===== config.mk =====
export PLATFORM = sky130hd
export DESIGN_NAME = spi_xfer_arbiter
export DESIGN_NICKNAME = d
export VERILOG_FILES = /design/src/rtl/spi_pkg.sv /design/src/rtl/spi_rr_arb2.sv /design/src/rtl/spi_xfer_arbiter.sv
export SDC_FILE = /design/constraint.sdc
export NUM_CORES = 1
export LEC_CHECK = 0
export ABC_AREA = 1
export BUFFER_PORTS_ARGS = -buffer_cell sky130_fd_sc_hd__buf_4
export CORE_MARGIN = 4
export CORE_UTILIZATION = 55
export DETAILED_ROUTE_END_ITERATION = 8
export GPL_TIMING_DRIVEN = 0
export HOLD_SLACK_MARGIN = 0.02
export PLACE_DENSITY = 0.91
export SYNTH_ARGS = -nofsm -noshare
export SYNTH_HDL_FRONTEND = slang
export SYNTH_SLANG_ARGS = --single-unit

===== constraint.sdc =====
create_clock -name clk -period 3.7 [get_ports clk]
set_input_delay 0.555 -clock clk [delete_from_list [all_inputs] [get_ports clk]]
set_output_delay 0.555 -clock clk [all_outputs]
set_load 0.02 [all_outputs]

===== src/rtl/spi_pkg.sv =====
// Shared definitions for the SPI transfer arbiter: FSM encoding, SPCR bit
// positions and the layout of the 24-bit requester payload.
package spi_pkg;

    typedef enum logic [2:0] {
        IDLE,
        CFG,
        LOAD,
        XFER,
        DONE
    } state_t;

    localparam int SPE_BIT    = 6;
    localparam int SPCR_LSB   = 16;
    localparam int SPIBR_LSB  = 8;
    localparam int TXDATA_LSB = 0;

    function automatic logic [7:0] cfg_field(input logic [23:0] cfg, input int lsb);
        return cfg[lsb +: 8];
    endfunction

    function automatic logic [7:0] with_spe(input logic [7:0] spcr, input logic spe);
        logic [7:0] r;
        r          = spcr;
        r[SPE_BIT] = spe;
        return r;
    endfunction

endpackage


===== src/rtl/spi_rr_arb2.sv =====
// Two-way round-robin arbiter; the pointer remembers the last winner so a tie
// goes to the other requester.
module spi_rr_arb2 (
    input  logic       clk,
    input  logic       rst,
    input  logic [1:0] req,
    input  logic       update,
    output logic [1:0] gnt
);

    logic last;

    always_comb begin
        gnt = req;
        if (req == 2'b11) begin
            gnt = last ? 2'b01 : 2'b10;
        end
    end

    // Pointer starts at 1 so requester 0 wins the first tie after reset.
    always_ff @(posedge clk or negedge rst) begin
        if (!rst) begin
            last <= 1'b1;
        end else if (update && (gnt != 2'b00)) begin
            last <= gnt[1];
        end
    end

endmodule


===== src/rtl/spi_xfer_arbiter.sv =====
// Shares one SPI master core between two requesters: arbitrates, programs the
// core, runs one byte transfer with a timeout and returns the received byte.
module spi_xfer_arbiter #(
    parameter int TIMEOUT_CYC = 1023,
    parameter int TMO_W       = 10
) (
    input  logic        clk,
    input  logic        rst,
    input  logic        req0,
    input  logic        req1,
    input  logic [23:0] cfg0,
    input  logic [23:0] cfg1,
    output logic        ack0,
    output logic        ack1,
    output logic [7:0]  rx_data,
    output logic        err,
    output logic [7:0]  spcr_o,
    output logic [7:0]  spibr_o,
    output logic [7:0]  spdr_o,
    output logic        ss_master_o,
    input  logic        spif_i,
    input  logic [7:0]  spdr_i,
    output logic        busy
);

    import spi_pkg::*;

    localparam logic [TMO_W-1:0] TMO_LIM = TMO_W'(TIMEOUT_CYC);

    state_t           state;
    logic [23:0]      cfg_q;
    logic             owner;
    logic [TMO_W-1:0] cnt;
    logic [TMO_W-1:0] cnt_inc;
    logic [1:0]       gnt;
    logic [23:0]      sel_cfg;

    assign cnt_inc = cnt + 1'b1;
    assign sel_cfg = gnt[1] ? cfg1 : cfg0;

    spi_rr_arb2 u_arb (
        .clk    (clk),
        .rst    (rst),
        .req    ({req1, req0}),
        .update (state == IDLE),
        .gnt    (gnt)
    );

    // cnt_inc includes the current XFER cycle, so a timeout exits after exactly
    // TIMEOUT_CYC XFER cycles and the counter never reaches its wrap point.
    always_ff @(posedge clk or negedge rst) begin
        if (!rst) begin
            state       <= IDLE;
            cfg_q       <= '0;
            owner       <= 1'b0;
            cnt         <= '0;
            ack0        <= 1'b0;
            ack1        <= 1'b0;
            rx_data     <= '0;
            err         <= 1'b0;
            spcr_o      <= '0;
            spibr_o     <= '0;
            spdr_o      <= '0;
            ss_master_o <= 1'b1;
            busy        <= 1'b0;
        end else begin
            ack0 <= 1'b0;
            ack1 <= 1'b0;
            case (state)
                IDLE: begin
                    if (gnt != 2'b00) begin
                        cfg_q       <= sel_cfg;
                        owner       <= gnt[1];
                        spcr_o      <= with_spe(cfg_field(sel_cfg, SPCR_LSB), 1'b0);
                        spibr_o     <= cfg_field(sel_cfg, SPIBR_LSB);
                        ss_master_o <= 1'b1;
                        busy        <= 1'b1;
                        state       <= CFG;
                    end
                end
                CFG: begin
                    spdr_o      <= cfg_field(cfg_q, TXDATA_LSB);
                    spcr_o      <= with_spe(cfg_field(cfg_q, SPCR_LSB), 1'b1);
                    ss_master_o <= 1'b0;
                    state       <= LOAD;
                end
                LOAD: begin
                    cnt   <= '0;
                    state <= XFER;
                end
                XFER: begin
                    if (spif_i || (cnt_inc == TMO_LIM)) begin
                        rx_data     <= spdr_i;
                        err         <= !spif_i;
                        ack0        <= !owner;
                        ack1        <= owner;
                        ss_master_o <= 1'b1;
                        spcr_o      <= with_spe(spcr_o, 1'b0);
                        state       <= DONE;
                    end else begin
                        cnt <= cnt_inc;
                    end
                end
                DONE: begin
                    busy  <= 1'b0;
                    state <= IDLE;
                end
                default: begin
                    busy  <= 1'b0;
                    state <= IDLE;
                end
            endcase
        end
    end

endmodule


* Word level (Yosys, flattened, before mapping)
Index checks and enable logic that the tools add are counted.
** Storage, ports and cells
- Bits in registers :: 76
- Input bits :: 61
- Output and inout bits :: 37
- Word-level logic and storage cells :: 62
** Cells by class
- $add $sub $neg :: 1
- Equal/unequal tests :: 8
- Mux-type cells :: 19
- Bitwise gates (word level) :: 2
- Reduce and logical (&&, ||, !) cells :: 17
** Operator list (number)
- $mux W24 :: 1
- $pmux W8 S3 :: 1
- $pmux W10 S2 :: 1
- $pmux W3 S4 :: 1
- $add A10 B1 Y10 const B :: 1
- $eq A10 B10 Y1 const B :: 1
- $mux W10 :: 1
- $reduce_and A2 Y1 :: 5
- $mux W8 :: 1
- $mux W7 :: 1
- $eq A3 B2 Y1 const B :: 2
- $mux W1 :: 6
- $mux W3 :: 2
- $ne A2 B2 Y1 const B :: 3
- $reduce_and A3 Y1 :: 2
- $reduce_bool A2 Y1 :: 3
- $mux W2 :: 2
- $eq A3 B1 Y1 const B :: 1
- $logic_not A3 Y1 :: 1
- $pmux W1 S3 :: 1
- $reduce_bool A3 Y1 :: 1
- $reduce_or A3 Y1 :: 1
- $eq A2 B2 Y1 const B :: 1
- $logic_not A1 Y1 :: 2
- other kinds (4) :: 5

* Longest topological paths before layout
Gate-level depths: netlist (run 1).
- Word-level depth :: 5
- Depth in mapped cells :: 14
- Mapped depth without buffers :: 14

* By module
From an unflattened synthesis (run 1), not the netlist that was laid out.
** Second synthesis, totals
- Cell total of the unflattened synthesis :: 395
- Area, all modules :: 3274.4 µm²
** Modules (own cells, without submodules)
- spi_xfer_arbiter :: times used 1, cells each 387, area an instance 3213.1 µm²
- spi_rr_arb2 :: times used 1, cells each 8, area an instance 61.3 µm²

* Least setup slack after synthesis (run 1)
OpenSTA, ideal clock, no wires.
- Path type :: reg2reg
- From :: register cnt[0]
- To :: register rx_data[0]
- Setup time :: 0.116 ns
- Arrival :: 1.585 ns
- Data required time :: 3.584 ns
- Setup slack :: 1.999 ns
- Stages on the path, launching flop included :: 15
- Buffers on the path :: 1
- Period minus slack after synthesis :: 1.701 ns
- Path through :: dfrtp_1 > ha_1 > nand2_2 > inv_1 > nand2_1 > nand2_1 > nor2_1 > nand3_1 > nor2_2 > nand2_2 > nand2_2 > nand2_4 > buf_6 > nand2_1 > nand2_1
** On the way
- Longest elaborated chain between the ends :: 4
** RTL lines
- start, declared :: RTL line spi_xfer_arbiter.sv:33 : logic [TMO_W-1:0] cnt;
- start signal, assigned :: RTL line spi_xfer_arbiter.sv:101 : cnt <= cnt_inc;
- $add A10 B1 Y10 :: RTL line spi_xfer_arbiter.sv:38 : assign cnt_inc = cnt + 1'b1;
- $eq A10 B10 Y1 :: RTL line spi_xfer_arbiter.sv:92 : if (spif_i || (cnt_inc == TMO_LIM)) begin
- $logic_or A1 B1 Y1 :: RTL line spi_xfer_arbiter.sv:92
- $reduce_and A2 Y1 (no source line)
- end signal, assigned :: RTL line spi_xfer_arbiter.sv:93 : rx_data <= spdr_i;
- end, declared :: RTL line spi_xfer_arbiter.sv:15 : output logic [7:0] rx_data,
Every way passes these cells.
A chain may end at the register's enable or synchronous reset.

* Worst setup path after layout (run 1)
- From :: register cnt[0]
- To :: register rx_data[1]
Same word-level chain as after synthesis.

==> flow_metrics.py, run 1 <==
metrics = {
    "floorplan": {
        "die_x_um": 84.3,
        "start_util_pct": 57.5,
        "ioPinCount": 98,
        "core_um2": 5570,
        "dieArea_um2": 7110,
        "num_rows": 27,
        "die_h_um": 84.3,
    },
    "timing": {
        "hold-worst-slack_ns": 0.292,
        "fin_crit_ns": 1.92,
        "fin_crit_sh_pct": 51.9,
        "setup_ws_ns": 1.78,
        "worst_pin_slew_ns": 0.829,
        "maxSlewViolCount": 0,
        "slew_headroom_pct": 44.7,
        "rsz0062_at_grt": "false",
        "hold_viol": 0,
        "tns_ns": 0,
        "final-setup-viol-count": 0,
        "fmax_ghz": 0.521,
        "fin_worst_skew_ns": 0.00979,
    },
    "setup_path": {
        "path_cells": "ha_1, nand2_2, inv_1, nand2_1, nand2_1, nor2_1, nand3_1, nor2_2, nand2_2, nand2_2, nand2_4, buf_6, nand2_1, nand2_1",
        "required_ns": 3.93,
        "critical_path_peak_fanout": 10,
        "crit_path_frequent_cell": "nand2_1",
        "arrival_ns": 2.15,
        "slowest_delay_ns": 0.43,
        "worstReg2RegStart": "cnt[0]",
        "reg2reg_slack_ns": 1.78,
        "worst_r2r_endpoint": "rx_data[1]",
        "worst_setup_path_start_kind": "flop",
        "worstSetupPathType": "flop to flop",
        "cp-end-kind": "flop",
        "crit_slowest_cell": "dfrtp_1",
        "r2r_cells": 14,
    },
    "detailed_routing": {
        "dr.pass1.iters": 4,
        "ant_nets": 0,
        "drt-initial-drc-count": 147,
        "wl_um": 8120,
        "route.detailed.drc": 0,
        "vias_per_cell": 5.23,
        "wl_per_cell_um": 14.3,
        "vias": 2965,
    },
    "yosys": {
        "synth_top_flop_cell": "dfrtp_1",
        "synthTopCellsByCount": "nand2_1 (122), dfrtp_1 (65), nor2_1 (52), inv_1 (24), o21ai_0 (17)",
        "ys_ff_latch": 67,
        "synth_compound_area_share_pct": 9.18,
        "netlist_area_um2": 3200,
        "synth_mux_area_share_pct": 2.19,
        "async_flop_share_pct": 100,
        "ys_types": 28,
        "synthCells": 384,
        "synthTopCellsByArea": "dfrtp_1 (51%), nand2_1 (14%), nor2_1 (6.1%)",
        "yosys_warnings": 0,
        "synth-edff-count": 0,
        "synth.largest_area_cell": "dfrtp_1",
        "synthAdderAreaFrac_pct": 0.781,
        "synth.most_common_cell": "nand2_1",
        "yosysSeqAreaShare_pct": 52.4,
        "synth-simple-area-share_pct": 27.5,
        "avgSynthCellArea_um2": 8.34,
        "synth_fp_nets": 447,
        "synth_top_family_by_area": "simple AND/OR/NAND/NOR gates",
        "synth.top_cell.area_share_pct": 50.8,
        "yosys.area_share.xor_xnor_pct": 0.547,
    },
    "clock_network": {
        "clk_latency_ns": 0.34,
        "h-tree-depth": 3,
        "post-cts-setup-buffers": 0,
        "cts_hold_buf": 0,
        "cts_tree": "built",
        "root_buffer": "clkbuf_8",
        "cts.clk_slew.worst_paths_ns": 0.08,
        "clock_path_buffers": 2,
        "cts_sinks": 67,
        "cts_made_buffers": 9,
        "cts_resized": 0,
    },
    "power_and_ir_drop": {
        "p_leak_nw": 2.20,
        "p_clk_share_pct": 18.2,
        "intPower_w": 0.00199,
        "p_switching_w": 0.00141,
        "swShare_pct": 41.5,
        "seqPwrFrac_pct": 36.3,
        "combPwrFrac_pct": 45.5,
        "power.density_nw_per_um2": 807,
        "peakVddDrop_mv": 0.542,
    },
    "cells_and_area": {
        "nFillCells": 383,
        "multi_input_comb_area_um2": 1290,
        "stdcell_area_um2": 4210,
        "drive_above_1_share_pct": 29.7,
        "area_growth_pct": 31.4,
        "n_antenna_cell": 0,
        "seqCellArea_um2": 1680,
        "nets": 553,
    },
    "global_routing": {
        "track_usage_pct": 24.1,
        "grt_pass1_vias": 3049,
        "grt_pass1_wl_um": 13800,
        "antenna_found_initial": 0,
        "grt_overflow": 0,
        "grt_max_degree": 68,
    },
    "placed_design": {
        "placed_area_um2": 4010,
        "post-place-ws_ns": 1.67,
        "routabilityCongestion": 0.800,
        "hpwlAfterDp_um": 5970,
        "io_buffers": 95,
    },
    "worst_hold_path": {
        "hp-class": "primary input to asynchronous set/reset pin",
    },
    "outcome": {
        "outcome": "completed",
    },
    "job": {
        "maxCapViolations": 0,
    },
}
-- cells in the final DEF, fill, tap and decap left out, types with 3 or more instances in the layout --
| cell | Yosys | layout |
|---|---|---|
| nor2_1 | 52 | 52 |
| nand2_1 | 122 | 122 |
| mux2i_1 | 7 | 7 |
| o21ai_0 | 17 | 17 |
| nand3_1 | 15 | 15 |
| buf_2 | 5 | 5 |
| clkbuf_8 | 0 | 10 |
| clkinv_2 | 1 | 3 |
| dfrtp_1 | 65 | 65 |
| o21ai_1 | 7 | 7 |
| inv_1 | 24 | 24 |
| nand2_2 | 4 | 4 |
| buf_4 | 9 | 104 |
| o31ai_1 | 16 | 16 |
| a21oi_1 | 9 | 9 |
| nor2_2 | 6 | 6 |
| clkbuf_1 | 5 | 5 |
-- state kept, by name, summed over array words and instances, names as in the netlist --
name and count:
cfg_q 16, cnt 10, rx_data 8, spcr_o 8, spdr_o 8, spibr_o 7, state 3, ack0 1
ack1 1, busy 1, err 1, owner 1, ss_master_o 1, u_arb.last 1
-- metal layers --
metal | part of all wire, % | global-route usage, % | vias to the layer above
li1 | - | - | 1433
met1 | 38 | 27.0 | 1404
met2 | 51 | 42.0 | 107
met3 | 8.0 | 7.65 | 21
met4 | 2.7 | 10.4 | 0
met5 | 0 | 0 | -
-- cells by family (layout without fill, tap and decap cells) --
kind of cell	count (synthesis)	count (layout)
fa+ha+maj	2	2
mux	7	7
compound gates	50	50
flops	67	67
simple gates	208	208
xor+xnor	2	2
buf+inv	48	159
-- per-stage QoR --
stage	std cells	power [W]	util [%]
after floorplan	384	0.00218	-
after global placement	551	0.00269	71.9
after detailed placement	551	0.00277	71.9
after CTS	567	0.00341	75.5
after global routing	567	0.00362	75.5
final	567	0.00340	75.5
-- power by group through the flow --
| stage | sequential [W] | combinational [W] | clock (W) |
|---|---|---|---|
| detailed placement | 0.00124 | 0.00153 | 0 |
| global route | 0.00126 | 0.00169 | 0.000660 |
| CTS | 0.00123 | 0.00156 | 0.000623 |
| finish | 0.00123 | 0.00154 | 0.000619 |
| floorplan | 0.00136 | 0.000816 | 0 |
| global placement | 0.00122 | 0.00147 | 0 |
-- critical path, delay by kind of cell, from the launching register on --
kind | cells | cell delay [ns]
simple gates | 11 | 0.88
flops | 1 | 0.43
fa+ha+maj | 1 | 0.26
buf+inv | 2 | 0.21
-- area by class of cell --
cell class | instances | area share (%)
inverter | 27 | 2.44
tap | 72 | 2.14
timing repair buffer | 95 | 16.9
clock inverter | 6 | 1.55
sequential | 67 | 39.9
clock buffer | 10 | 3.27
multi-input combinational | 269 | 30.6
buffer | 21 | 3.18
-- worst max-delay path by stage --
stage / from / end / cells past startpoint
global placement: req0 / spibr_o[4] / 7
floorplan: cnt[0] / rx_data[0] / 14
global route: cnt[0] / rx_data[1] / 13
finish: cnt[0] / rx_data[1] / 14
CTS: cnt[0] / rx_data[1] / 14
detailed placement: req0 / spibr_o[2] / 7
No activity file was read; power rests on OpenSTA's default activity.
==> run 2, diff against run 1 <==
--- a/config.mk
+++ b/config.mk
@@ -8,11 +8,11 @@
 export ABC_AREA = 1
 export BUFFER_PORTS_ARGS = -buffer_cell sky130_fd_sc_hd__buf_4
 export CORE_MARGIN = 4
-export CORE_UTILIZATION = 55
+export CORE_UTILIZATION = 46
 export DETAILED_ROUTE_END_ITERATION = 8
 export GPL_TIMING_DRIVEN = 0
 export HOLD_SLACK_MARGIN = 0.02
-export PLACE_DENSITY = 0.91
+export PLACE_DENSITY = 0.82
 export SYNTH_ARGS = -nofsm -noshare
 export SYNTH_HDL_FRONTEND = slang
 export SYNTH_SLANG_ARGS = --single-unit
==> constraint.sdc (replaced) <==
create_clock -name clk -period 1.6 [get_ports clk]
set_input_delay 0.24 -clock clk [delete_from_list [all_inputs] [get_ports clk]]
set_output_delay 0.24 -clock clk [all_outputs]
set_load 0.02 [all_outputs]
==> flow_metrics.py, run 2 (same netlist as run 1, synthesis figures left out) <==
metrics = {
    "outcome": {
        "outcome": "finished, violations left",
        "violations": "negative hold slack, negative setup slack",
    },
    "timing": {
        "fin_crit_ns": 1.92,
        "fin_crit_sh_pct": 120,
        "final-setup-viol-count": 26,
        "setup_ws_ns": -0.324,
        "rsz0062_at_grt": "true",
        "fin_worst_skew_ns": 0.0102,
        "fmax_ghz": 0.520,
        "hold_viol": 8,
        "slew_headroom_pct": 44.6,
        "hold-worst-slack_ns": -0.00544,
        "worst_pin_slew_ns": 0.831,
        "maxSlewViolCount": 0,
    },
    "clock_network": {
        "h-tree-depth": 3,
        "cts_tree": "built",
        "cts_made_buffers": 9,
        "cts_sinks": 67,
        "root_buffer": "clkbuf_8",
        "clk_latency_ns": 0.35,
        "clock_path_buffers": 2,
        "cts_hold_buf": 0,
        "cts.clk_slew.worst_paths_ns": 0.07,
    },
    "cells_and_area": {
        "reg_top3": "cfg_q (16), cnt (10)",
        "stdcell_area_um2": 4690,
        "n_antenna_cell": 0,
        "mostFrequentLayoutCells": "nand2_1 (113), buf_4 (113), dfrtp_1 (64), nor2_1 (46), inv_1 (18)",
        "multi_input_comb_area_um2": 1530,
        "drive_above_1_share_pct": 42.2,
        "nFillCells": 510,
        "area_growth_pct": 46.3,
        "top_register": "cfg_q",
        "stdcell_count": 606,
        "seqCellArea_um2": 1680,
        "largest_reg_flops": 16,
        "nets": 568,
    },
    "placed_design": {
        "placed_cells": 575,
        "hpwlAfterDp_um": 5860,
        "io_buffers": 95,
        "placed_area_um2": 4040,
        "post-place-ws_ns": -0.314,
        "routabilityCongestion": 0.816,
    },
    "floorplan": {
        "dieArea_um2": 8360,
        "num_rows": 30,
        "die_h_um": 91.4,
        "die_x_um": 91.4,
        "ioPinCount": 98,
        "core_um2": 6790,
        "start_util_pct": 47.1,
    },
    "setup_path": {
        "worst_setup_path_start_kind": "flop",
        "cp-end-kind": "flop",
        "arrival_ns": 2.19,
        "worstSetupPathType": "flop to flop",
        "critical_path_peak_fanout": 6,
        "required_ns": 1.87,
    },
    "detailed_routing": {
        "vias": 3050,
        "ant_nets": 0,
        "drt-initial-drc-count": 163,
        "route.detailed.drc": 0,
        "wl_um": 8930,
        "wl_per_cell_um": 14.7,
        "vias_per_cell": 5.03,
        "dr.pass1.iters": 4,
    },
    "global_routing": {
        "grt_pass1_vias": 3118,
        "antenna_found_initial": 0,
        "track_usage_pct": 20.3,
        "grt_max_degree": 68,
        "grt_pass1_wl_um": 13800,
        "grt_overflow": 0,
    },
    "power_and_ir_drop": {
        "p_leak_nw": 2.33,
        "p_clk_share_pct": 16.4,
        "intPower_w": 0.00495,
        "swShare_pct": 41.6,
        "combPwrFrac_pct": 49.9,
        "p_switching_w": 0.00352,
        "peakVddDrop_mv": 1.04,
        "power.density_nw_per_um2": 1810,
        "seqPwrFrac_pct": 33.8,
    },
    "worst_hold_path": {
        "hp-class": "primary input to asynchronous set/reset pin",
    },
    "job": {
        "maxCapViolations": 0,
    },
}
[run 2: cell count changes in the layout (fill, tap and decap cells not counted), sizes merged]
cell	previous run	this run
nand2	128	129
buf	111	125
clkinvlp	1	2
clkbuf	15	14
[run 2: area by class of cell]
class	instances	area share, %
Buffer	20	3.82
Clock buffer	9	2.64
Clock inverter	7	1.47
Inverter	27	2.38
Multi-Input combinational cell	270	32.6
Sequential cell	67	35.9
Tap cell	96	2.56
Timing Repair Buffer	110	18.7
[run 2: through the flow]
step | power, W | setup TNS, ns | hold slack (ns) | util [%]
after detailed placement | 0.00640 | -8.74 | 0.395 | 59.5
after global routing | 0.00903 | -8.96 | 0.0586 | 69.0
after global placement | 0.00626 | -6.60 | 0.389 | 59.5
after CTS | 0.00800 | -3.09 | 0.0265 | 64.4
after floorplan | 0.00504 | -0.336 | -0.0556 | -
final | 0.00846 | -6.65 | -0.00544 | 69.0
[run 2: power by group through the flow]
| stage | clock (W) | sequential, W | combinational, W |
|---|---|---|---|
| 2_1_floorplan | 0 | 0.00315 | 0.00189 |
| 3_5_place_dp | 0 | 0.00285 | 0.00355 |
| 5_1_grt | 0.00146 | 0.00294 | 0.00463 |
| 3_3_place_gp | 0 | 0.00283 | 0.00344 |
| 6_report | 0.00139 | 0.00286 | 0.00422 |
| 4_1_cts | 0.00139 | 0.00282 | 0.00378 |
[run 2: path summary, 6_finish.rpt]
path | startpoint | endpoint | slack [ns] | cells after the start
max | cnt[1] | cnt[7] | -0.32 | 12
min | rst | cnt[5] | -0.005 | 1
max reg2reg | cnt[1] | cnt[7] | -0.32 | 12
min reg2reg | owner | ack0 | 0.43 | 1
max in group asynchronous | rst | cnt[2] | 1.03 | 1
min in group clk | spif_i | err | 0.09 | 2
[run 2: metal layers]
layer / part of all wire, % / vias up / wire length (µm) / global-route usage (%)
met4: 2.0 / 0 / 175 / 7.91
met2: 53 / 105 / 4750 / 34.8
met5: 0 / - / 0 / 0
met1: 39 / 1471 / 3470 / 24.8
met3: 6.0 / 19 / 538 / 4.47
li1: - / 1455 / - / -
[run 2: worst max-delay path: stages (launching register included)]
cell	delay (ns)
dfrtp_1	0.42
ha_4	0.20
inv_1	0.07
nand2_2	0.10
nand3_2	0.09
nor2_2	0.18
nand3_2	0.10
nor2_2	0.11
nand2_2	0.09
nand3_4	0.14
buf_4	0.15
nand2_4	0.07
o21ai_2	0.14
[run 2: timing repair]
item / in CTS / in global routing
pin swaps: 1 / 10
setup endpoints to repair: 55 / 60
resized for setup: 28 / 59
gates cloned: 1 / 2
buffers inserted: 6 / 7
